File: src/rtl/ex2_stage.sv
// ex2_stage: second execute stage -- 16-bit ALU feeding the EX/MEM pipeline register.
// Build option EX2_MUL_EN adds an iterative shift-add multiplier for op 11; without it op 11 yields 0.
module ex2_stage (
    input  logic        clk,
    input  logic        rst,
    input  logic        ex_valid,
    input  logic [3:0]  ex_alu_op,
    input  logic [15:0] alu_in1,
    input  logic [15:0] alu_in2,
    input  logic [15:0] ex_store_data,
    input  logic [2:0]  ex_rd,
    input  logic        ex_reg_write,
    input  logic        ex_mem_read,
    input  logic        ex_mem_write,
    input  logic        flush,
    input  logic        mem_stall,
    output logic        ex_busy,
    output logic        exmem_valid,
    output logic [15:0] exmem_alu_result,
    output logic [15:0] exmem_store_data,
    output logic [2:0]  exmem_rd,
    output logic        exmem_reg_write,
    output logic        exmem_mem_read,
    output logic        exmem_mem_write,
    output logic        exmem_zero,
    output logic [1:0]  dbg_state_o
);

    localparam logic [3:0] OP_ADD   = 4'd0;
    localparam logic [3:0] OP_SUB   = 4'd1;
    localparam logic [3:0] OP_AND   = 4'd2;
    localparam logic [3:0] OP_OR    = 4'd3;
    localparam logic [3:0] OP_XOR   = 4'd4;
    localparam logic [3:0] OP_SLL   = 4'd5;
    localparam logic [3:0] OP_SRL   = 4'd6;
    localparam logic [3:0] OP_SRA   = 4'd7;
    localparam logic [3:0] OP_SLT   = 4'd8;
    localparam logic [3:0] OP_SLTU  = 4'd9;
    localparam logic [3:0] OP_PASSB = 4'd10;
    localparam logic [3:0] OP_MUL   = 4'd11;

    // Handshake: the ID/EX instruction is consumed at an edge where ex_busy=0 and mem_stall=0,
    // or killed by flush=1; ex_busy holds ID/EX while a multiply is being started or iterated.

    logic [15:0] alu_res;
    logic [3:0]  shamt;

    assign shamt = alu_in2[3:0];

    always_comb begin
        alu_res = 16'h0000;
        case (ex_alu_op)
            OP_ADD:   alu_res = alu_in1 + alu_in2;
            OP_SUB:   alu_res = alu_in1 - alu_in2;
            OP_AND:   alu_res = alu_in1 & alu_in2;
            OP_OR:    alu_res = alu_in1 | alu_in2;
            OP_XOR:   alu_res = alu_in1 ^ alu_in2;
            OP_SLL:   alu_res = alu_in1 << shamt;
            OP_SRL:   alu_res = alu_in1 >> shamt;
            OP_SRA:   alu_res = $signed(alu_in1) >>> shamt;
            OP_SLT:   alu_res = {15'd0, $signed(alu_in1) < $signed(alu_in2)};
            OP_SLTU:  alu_res = {15'd0, alu_in1 < alu_in2};
            OP_PASSB: alu_res = alu_in2;
            default:  alu_res = 16'h0000;
        endcase
    end

    logic        mul_load;
    logic [15:0] mul_res;

`ifdef EX2_MUL_EN
    typedef enum logic [1:0] {
        S_IDLE = 2'd0,
        S_MUL  = 2'd1,
        S_DONE = 2'd2
    } state_t;

    state_t      state_q;
    logic [15:0] mcand_q;
    logic [15:0] mplier_q;
    logic [15:0] prod_q;
    logic [3:0]  cnt_q;
    logic        mul_start;

    assign mul_start = (state_q == S_IDLE) && ex_valid && (ex_alu_op == OP_MUL);

    // Multiplicand shifts left and multiplier right, so only the low 16 product bits are kept.
    always_ff @(posedge clk or negedge rst) begin
        if (!rst) begin
            state_q  <= S_IDLE;
            mcand_q  <= 16'h0000;
            mplier_q <= 16'h0000;
            prod_q   <= 16'h0000;
            cnt_q    <= 4'd0;
        end else if (flush) begin
            state_q <= S_IDLE;
        end else begin
            case (state_q)
                S_IDLE: begin
                    if (mul_start) begin
                        mcand_q  <= alu_in1;
                        mplier_q <= alu_in2;
                        prod_q   <= 16'h0000;
                        cnt_q    <= 4'd0;
                        state_q  <= S_MUL;
                    end
                end
                S_MUL: begin
                    if (mplier_q[0]) begin
                        prod_q <= prod_q + mcand_q;
                    end
                    mcand_q  <= mcand_q << 1;
                    mplier_q <= mplier_q >> 1;
                    cnt_q    <= cnt_q + 4'd1;
                    if (cnt_q == 4'd15) begin
                        state_q <= S_DONE;
                    end
                end
                S_DONE: begin
                    if (!mem_stall) begin
                        state_q <= S_IDLE;
                    end
                end
                default: state_q <= S_IDLE;
            endcase
        end
    end

    assign ex_busy     = mul_start || (state_q == S_MUL);
    assign mul_load    = (state_q == S_DONE);
    assign mul_res     = prod_q;
    assign dbg_state_o = state_q;
`else
    assign ex_busy     = 1'b0;
    assign mul_load    = 1'b0;
    assign mul_res     = 16'h0000;
    assign dbg_state_o = 2'b00;
`endif

    logic        valid_q, valid_d;
    logic        rw_q, rw_d;
    logic        mr_q, mr_d;
    logic        mw_q, mw_d;
    logic        zero_q, zero_d;
    logic [15:0] result_q, result_d;
    logic [15:0] store_q, store_d;
    logic [2:0]  rd_q, rd_d;
    logic [15:0] load_res;

    assign load_res = mul_load ? mul_res : alu_res;

    // Bubbles clear only the valid/control bits; data fields keep their last value.
    always_comb begin
        valid_d  = valid_q;
        rw_d     = rw_q;
        mr_d     = mr_q;
        mw_d     = mw_q;
        zero_d   = zero_q;
        result_d = result_q;
        store_d  = store_q;
        rd_d     = rd_q;
        if (flush) begin
            valid_d = 1'b0;
            rw_d    = 1'b0;
            mr_d    = 1'b0;
            mw_d    = 1'b0;
        end else if (!mem_stall) begin
            if (mul_load || (ex_valid && !ex_busy)) begin
                valid_d  = 1'b1;
                result_d = load_res;
                zero_d   = (load_res == 16'h0000);
                store_d  = ex_store_data;
                rd_d     = ex_rd;
                rw_d     = ex_reg_write;
                mr_d     = ex_mem_read;
                mw_d     = ex_mem_write;
            end else begin
                valid_d = 1'b0;
                rw_d    = 1'b0;
                mr_d    = 1'b0;
                mw_d    = 1'b0;
            end
        end
    end

    always_ff @(posedge clk or negedge rst) begin
        if (!rst) begin
            valid_q  <= 1'b0;
            rw_q     <= 1'b0;
            mr_q     <= 1'b0;
            mw_q     <= 1'b0;
            zero_q   <= 1'b0;
            result_q <= 16'h0000;
            store_q  <= 16'h0000;
            rd_q     <= 3'd0;
        end else begin
            valid_q  <= valid_d;
            rw_q     <= rw_d;
            mr_q     <= mr_d;
            mw_q     <= mw_d;
            zero_q   <= zero_d;
            result_q <= result_d;
            store_q  <= store_d;
            rd_q     <= rd_d;
        end
    end

    assign exmem_valid      = valid_q;
    assign exmem_reg_write  = rw_q;
    assign exmem_mem_read   = mr_q;
    assign exmem_mem_write  = mw_q;
    assign exmem_zero       = zero_q;
    assign exmem_alu_result = result_q;
    assign exmem_store_data = store_q;
    assign exmem_rd         = rd_q;

endmodule

File: config.mk
export PLATFORM = sky130hd
export DESIGN_NAME = ex2_stage
export DESIGN_NICKNAME = d
export VERILOG_FILES = /design/src/rtl/ex2_stage.sv
export SDC_FILE = /design/constraint.sdc
export NUM_CORES = 1
export LEC_CHECK = 0
export ABC_AREA = 1
export CAP_MARGIN = 30
export CORE_UTILIZATION = 50
export CTS_BUF_LIST = sky130_fd_sc_hd__clkbuf_16
export DETAILED_ROUTE_END_ITERATION = 8
export MAX_ROUTING_LAYER = met4
export PLACE_DENSITY = 0.76
export SLEW_MARGIN = 5
export SYNTH_ARGS = -nofsm -noshare
export SYNTH_HDL_FRONTEND = slang
export SYNTH_SLANG_ARGS = --single-unit
File: constraint.sdc
create_clock -name clk -period 0.8 [get_ports clk]
set_input_delay 0.08 -clock clk [delete_from_list [all_inputs] [get_ports clk]]
set_output_delay 0.08 -clock clk [all_outputs]
set_load 0.01 [all_outputs]
==> run_summary.xml, run 1 <==
<?xml version="1.0" encoding="UTF-8"?>
<metrics>
  <group name="global_route">
    <metric name="grt_start_max_net_pins" unit="">41</metric>
    <metric name="grt_util_all_layers" unit="">0.763</metric>
    <metric name="grt-ovfl-total" unit="">79</metric>
  </group>
  <group name="outcome">
    <metric name="tool.error" unit="">[ERROR GRT-0232] Routing congestion too high. Check the congestion heatmap in the GUI.</metric>
    <metric name="failed_stage" unit="">global routing (5_1_grt)</metric>
    <metric name="status" unit="">did not finish</metric>
  </group>
  <group name="die">
    <metric name="floorplan.die.height" unit="microns">112</metric>
    <metric name="number_of_core_rows" unit="">39</metric>
    <metric name="design.portCount" unit="">106</metric>
    <metric name="initial_core_util" unit="">0.521</metric>
    <metric name="die_extent_in_x" unit="microns">112</metric>
  </group>
  <group name="logic_synthesis">
    <metric name="netlist_top_cells_count" unit="">sky130_fd_sc_hd__nand2_1 (418), sky130_fd_sc_hd__nand3_1 (141), sky130_fd_sc_hd__nor2_1 (133)</metric>
    <metric name="yosys.cell_count.top_type" unit="">sky130_fd_sc_hd__nand2_1</metric>
    <metric name="ys_ff_latch" unit="">40</metric>
    <metric name="netlist-cell-type-count" unit="">42</metric>
    <metric name="most_used_flip_flop_cell_after_synthesis" unit="">sky130_fd_sc_hd__dfrtp_1</metric>
    <metric name="synth_top_cell_area_share" unit="">0.260</metric>
    <metric name="synth_warnings" unit="">0</metric>
    <metric name="synth_edf_count" unit="">0</metric>
    <metric name="synth_area_leader_cell" unit="">sky130_fd_sc_hd__nand2_1</metric>
    <metric name="avgSynthCellArea" unit="sq um">5.51</metric>
    <metric name="seq_area_frac_synth" unit="">0.166</metric>
    <metric name="synth.cell_area" unit="sq um">6030</metric>
    <metric name="proportion_of_synthesized_flip_flops_having_asynchronous_set_or_reset" unit="">1.00</metric>
    <metric name="synthTopCellsByArea" unit="">sky130_fd_sc_hd__nand2_1 (26%), sky130_fd_sc_hd__dfrtp_1 (17%), sky130_fd_sc_hd__nand3_1 (12%)</metric>
    <metric name="synth_cells" unit="">1095</metric>
  </group>
  <group name="clock_tree">
    <metric name="numClockSinks" unit="">40</metric>
    <metric name="cts_inserted_buffers" unit="">5</metric>
    <metric name="clk_tree_root_cell" unit="">sky130_fd_sc_hd__clkbuf_16</metric>
    <metric name="ctsLongestPathBuffers" unit="">2</metric>
    <metric name="cts-htree-levels" unit="">2</metric>
  </group>
  <group name="placement">
    <metric name="gp_routability_congestion" unit="">1.06</metric>
    <metric name="place_area" unit="sq um">8960</metric>
    <metric name="preCtsSetupSlack" unit="ns">-1.79</metric>
    <metric name="dp.final_hpwl" unit="microns">21300</metric>
    <metric name="numPortBuffers" unit="">102</metric>
  </group>
</metrics>
through the flow:
stage,setup TNS (ns),std cells
CTS,-17.07,1590
detailed placement,-46.07,1528
global placement,-43.44,1528
floorplan,-14.77,1097
what timing repair did:
item / in CTS
cloned: 2
buffers inserted: 59
hold buffers: 1
endpoints found under the setup margin: 80
gates resized for setup: 643
pin swaps: 131
endpoints found under the hold margin: 40
kinds of logic after synthesis:
logic type	after synthesis	synth area share
flip-flops	40	0.166
AO/OA/AOI/OAI	101	0.0953
buffers and inverters	165	0.117
adder cells (fa/ha/maj)	52	0.110
other	1	0.000622
AND/OR/NAND/NOR	735	0.509
XOR/XNOR	1	0.00145
layer usage:
layer | overflow | track usage
met1 | 1 | 0.721
met2 | 40 | 0.959
met3 | 2 | 0.554
met4 | 36 | 0.792
met5 | - | -
==> inputs of run 2 (changes only) <==
--- a/config.mk
+++ b/config.mk
@@ -7,11 +7,9 @@
 export LEC_CHECK = 0
 export ABC_AREA = 1
 export CAP_MARGIN = 30
-export CORE_UTILIZATION = 50
-export CTS_BUF_LIST = sky130_fd_sc_hd__clkbuf_16
+export CORE_UTILIZATION = 40
 export DETAILED_ROUTE_END_ITERATION = 8
-export MAX_ROUTING_LAYER = met4
-export PLACE_DENSITY = 0.76
+export PLACE_DENSITY_LB_ADDON = 0.15
 export SLEW_MARGIN = 5
 export SYNTH_ARGS = -nofsm -noshare
 export SYNTH_HDL_FRONTEND = slang
==> constraint.sdc (replaced) <==
create_clock -name clk -period 1.05 [get_ports clk]
set_input_delay 0.105 -clock clk [delete_from_list [all_inputs] [get_ports clk]]
set_output_delay 0.105 -clock clk [all_outputs]
set_load 0.01 [all_outputs]
==> run 2 against run 1 <==
- the flow now finishes, with violations (design-rule violations, negative setup slack)
- synthesized area is the same
- synthesized cell count stayed put
==> run_summary.xml, run 2 <==
<?xml version="1.0" encoding="UTF-8"?>
<metrics>
  <group name="placement">
    <metric name="numPortBuffers" unit="">102</metric>
    <metric name="place_area" unit="sq um">8930</metric>
    <metric name="gp_routability_congestion" unit="">0.983</metric>
    <metric name="dp.final_hpwl" unit="microns">20600</metric>
  </group>
  <group name="die">
    <metric name="floorplan.die.height" unit="microns">125</metric>
    <metric name="design.portCount" unit="">106</metric>
    <metric name="number_of_core_rows" unit="">44</metric>
    <metric name="core-area" unit="sq um">14600</metric>
    <metric name="die_extent_in_x" unit="microns">125</metric>
    <metric name="die_ar" unit="sq um">15600</metric>
    <metric name="initial_core_util" unit="">0.412</metric>
  </group>
  <group name="logic_synthesis">
    <metric name="ys_ff_latch" unit="">40</metric>
    <metric name="synth.cell_area" unit="sq um">6030</metric>
    <metric name="netlist_top_cells_count" unit="">sky130_fd_sc_hd__nand2_1 (418), sky130_fd_sc_hd__nand3_1 (141), sky130_fd_sc_hd__nor2_1 (133)</metric>
    <metric name="synth_warnings" unit="">0</metric>
    <metric name="synth_edf_count" unit="">0</metric>
    <metric name="synth_cells" unit="">1095</metric>
    <metric name="most_used_flip_flop_cell_after_synthesis" unit="">sky130_fd_sc_hd__dfrtp_1</metric>
    <metric name="netlist-cell-type-count" unit="">42</metric>
    <metric name="synth_area_leader_cell" unit="">sky130_fd_sc_hd__nand2_1</metric>
    <metric name="yosys.cell_count.top_type" unit="">sky130_fd_sc_hd__nand2_1</metric>
    <metric name="synthTopCellsByArea" unit="">sky130_fd_sc_hd__nand2_1 (26%), sky130_fd_sc_hd__dfrtp_1 (17%), sky130_fd_sc_hd__nand3_1 (12%)</metric>
    <metric name="avgSynthCellArea" unit="sq um">5.51</metric>
    <metric name="synth_top_cell_area_share" unit="">0.260</metric>
    <metric name="proportion_of_synthesized_flip_flops_having_asynchronous_set_or_reset" unit="">1.00</metric>
    <metric name="seq_area_frac_synth" unit="">0.166</metric>
  </group>
  <group name="timing">
    <metric name="period_minus_slack" unit="ns">1.91</metric>
    <metric name="maxSlewViolCount" unit="">0</metric>
    <metric name="setup_violators_final" unit="">17</metric>
    <metric name="fmaxAchievable" unit="MHz">524</metric>
    <metric name="clock_skew" unit="ns">0</metric>
    <metric name="finalWorstSetupSlack" unit="ns">-0.858</metric>
    <metric name="hold_viol" unit="">0</metric>
    <metric name="grt_setup_unrepaired" unit="">yes</metric>
    <metric name="period_share" unit="">1.82</metric>
  </group>
  <group name="setup_path">
    <metric name="biggest_fanout_along_the_worst_timing_path" unit="">3</metric>
    <metric name="worst-endpoint-arrival" unit="ns">2.07</metric>
    <metric name="worst_reg2reg_startpoint" unit="">exmem_alu_result[1]</metric>
    <metric name="cp-end-kind" unit="">register</metric>
    <metric name="critPathLaunchType" unit="">input port</metric>
    <metric name="worstSetupPathType" unit="">input port to register</metric>
    <metric name="crit_start" unit="">alu_in1[0]</metric>
    <metric name="timing.critical_path.required" unit="ns">1.22</metric>
  </group>
  <group name="clock_tree">
    <metric name="cts_tree" unit="">built</metric>
    <metric name="clk_latency" unit="ns">0.28</metric>
    <metric name="cts_inserted_buffers" unit="">5</metric>
    <metric name="path_clk_slew" unit="ns">0.06</metric>
    <metric name="cts-htree-levels" unit="">2</metric>
    <metric name="clk_tree_root_cell" unit="">sky130_fd_sc_hd__clkbuf_16</metric>
    <metric name="numClockSinks" unit="">40</metric>
    <metric name="ctsLongestPathBuffers" unit="">2</metric>
  </group>
  <group name="detailed_routing">
    <metric name="first_drt_iteration_drcs" unit="">966</metric>
    <metric name="detail_route.first_pass.iterations" unit="">9</metric>
    <metric name="post_drt_wl_per_cell" unit="microns">17.8</metric>
    <metric name="wl_met2" unit="microns">13900</metric>
    <metric name="num_vias" unit="">8867</metric>
    <metric name="vias_per_cell" unit="">5.42</metric>
    <metric name="highest_layer" unit="">met4</metric>
    <metric name="drt-total-wl" unit="microns">29100</metric>
    <metric name="met1_length" unit="microns">11600</metric>
    <metric name="antenna_violating_nets_post_route" unit="">0</metric>
    <metric name="drc" unit="">12</metric>
    <metric name="wl_met3" unit="microns">2400</metric>
  </group>
  <group name="global_route">
    <metric name="grt_pass1_vias" unit="">8128</metric>
    <metric name="grt-ovfl-total" unit="">0</metric>
    <metric name="grt_first_pass_wirelength" unit="microns">42900</metric>
    <metric name="grt_util_all_layers" unit="">0.349</metric>
    <metric name="grt_start_max_net_pins" unit="">34</metric>
    <metric name="grt_antenna_before_repair" unit="">0</metric>
  </group>
  <group name="final_layout">
    <metric name="antennaDiodeCount" unit="">0</metric>
    <metric name="post_route_cells_drive_above_1_share" unit="">0.457</metric>
    <metric name="postLayoutCellArea" unit="sq um">11200</metric>
    <metric name="final.fill_count" unit="">1114</metric>
    <metric name="area_delta_synth_final" unit="%">86.1</metric>
    <metric name="mostFrequentLayoutCell" unit="">sky130_fd_sc_hd__nand2_1</metric>
    <metric name="most_frequent_cells_in_the_layout" unit="">sky130_fd_sc_hd__nand2_1 (333), sky130_fd_sc_hd__buf_4 (220), sky130_fd_sc_hd__nand3_1 (95), sky130_fd_sc_hd__nor2_1 (80), sky130_fd_sc_hd__nand2_2 (67)</metric>
    <metric name="finalNetCount" unit="">1565</metric>
    <metric name="post_layout_util" unit="">0.766</metric>
  </group>
  <group name="min_path">
    <metric name="timing.hold.worst.class" unit="">input port to asynchronous set/reset pin</metric>
  </group>
  <group name="pwr">
    <metric name="leakagePower" unit="nW">5.73</metric>
    <metric name="powerDensity" unit="nW/um^2">801</metric>
    <metric name="peakVddDrop" unit="V">0.000592</metric>
  </group>
  <group name="outcome">
    <metric name="status" unit="">finished, violations left</metric>
    <metric name="failed_checks" unit="">design-rule violations, negative setup slack</metric>
  </group>
  <group name="flow_run">
    <metric name="timing.max_cap.violations" unit="">0</metric>
  </group>
</metrics>
[run 2: cell counts after synthesis]
Identical to the previous run, type by type.
[run 2: where the power goes]
part	switching (mW)	internal (mW)	leakage [nW]
Sequential	0.127	1.77	0.505
Combinational	2.96	2.59	5.16
Clock	0.583	0.945	0.0701
Total	3.67	5.31	5.73
[run 2: area by class of cell]
| cell class | count | area [sq um] | share of cell area |
|---|---|---|---|
| Timing Repair Buffer | 387 | 3530 | 0.315 |
| Multi-Input combinational cell | 892 | 5760 | 0.513 |
| Clock inverter | 1 | 7.51 | 0.000669 |
| Clock buffer | 7 | 143 | 0.0127 |
| Inverter | 123 | 542 | 0.0483 |
| Timing Repair inverter | 1 | 8.76 | 0.000781 |
| Tap cell | 184 | 230 | 0.0205 |
| Sequential cell | 40 | 1000 | 0.0892 |
[run 2: cell families (layout without fill, tap and decap cells)]
family                   after synthesis  count (layout)  synth area share
AO/OA/AOI/OAI                        101             101            0.0953
XOR/XNOR                               1               1           0.00145
adder cells (fa/ha/maj)               52              52             0.110
flip-flops                            40              40             0.166
AND/OR/NAND/NOR                      735             735             0.509
buffers and inverters                165             519             0.117
other                                  1               3          0.000622
[run 2: routing by layer]
metal,vias to the layer above,track usage
met3,104,0.0425
met1,4122,0.452
li1,4188,-
met5,-,0
met2,453,0.605
met4,0,0.102
[run 2: final timing paths]
kind	endpoint	slack, ns	cells past startpoint
worst max-delay path	exmem_alu_result[10]	-0.86	17
worst min-delay path	exmem_store_data[10]	0.27	2
worst max register to register	exmem_alu_result[1]	0.31	2
worst min register to register	exmem_alu_result[15]	0.48	2
max in group asynchronous	exmem_alu_result[4]	0.37	3
min in group clk	exmem_store_data[13]	0.36	3
[run 2: timing repair]
item,in CTS,in global routing
pin swaps,146,106
hold buffers,1,0
setup buffers,46,26
gates cloned,1,2
gates resized for setup,500,204
endpoints found under the hold margin,12,0
setup endpoints to repair,79,35
[run 2: worst max-delay path: stages]
cell                      delay (ns)
sky130_fd_sc_hd__buf_12         0.10
sky130_fd_sc_hd__inv_12         0.03
sky130_fd_sc_hd__ha_4           0.15
sky130_fd_sc_hd__fa_2           0.43
sky130_fd_sc_hd__o21ai_4        0.23
sky130_fd_sc_hd__nand3_2        0.13
sky130_fd_sc_hd__nand2_4        0.10
sky130_fd_sc_hd__buf_4          0.12
sky130_fd_sc_hd__nand2_4        0.04
sky130_fd_sc_hd__nand2_2        0.06
sky130_fd_sc_hd__nand2_2        0.05
sky130_fd_sc_hd__nand3_2        0.06
sky130_fd_sc_hd__nand3_2        0.08
sky130_fd_sc_hd__nor2_2         0.14
sky130_fd_sc_hd__buf_4          0.12
sky130_fd_sc_hd__buf_4          0.10
sky130_fd_sc_hd__o21ai_2        0.05
[run 2: per-stage QoR]
stage | std cells | setup TNS [ns] | hold slack (ns) | power [mW] | worst slack [ns]
floorplan | 1097 | -8.93 | -0.191 | 3.89 | -0.731
global placement | 1564 | -32.75 | 0.0398 | 6.04 | -1.64
detailed placement | 1564 | -32.75 | 0.0431 | 6.08 | -1.65
CTS | 1614 | -9.86 | 0.281 | 8.31 | -0.859
global route | 1635 | -11.56 | 0.294 | 9.44 | -1.01
finish | 1635 | -10.33 | 0.266 | 8.98 | -0.858
Power figures use the tool's default switching activity.
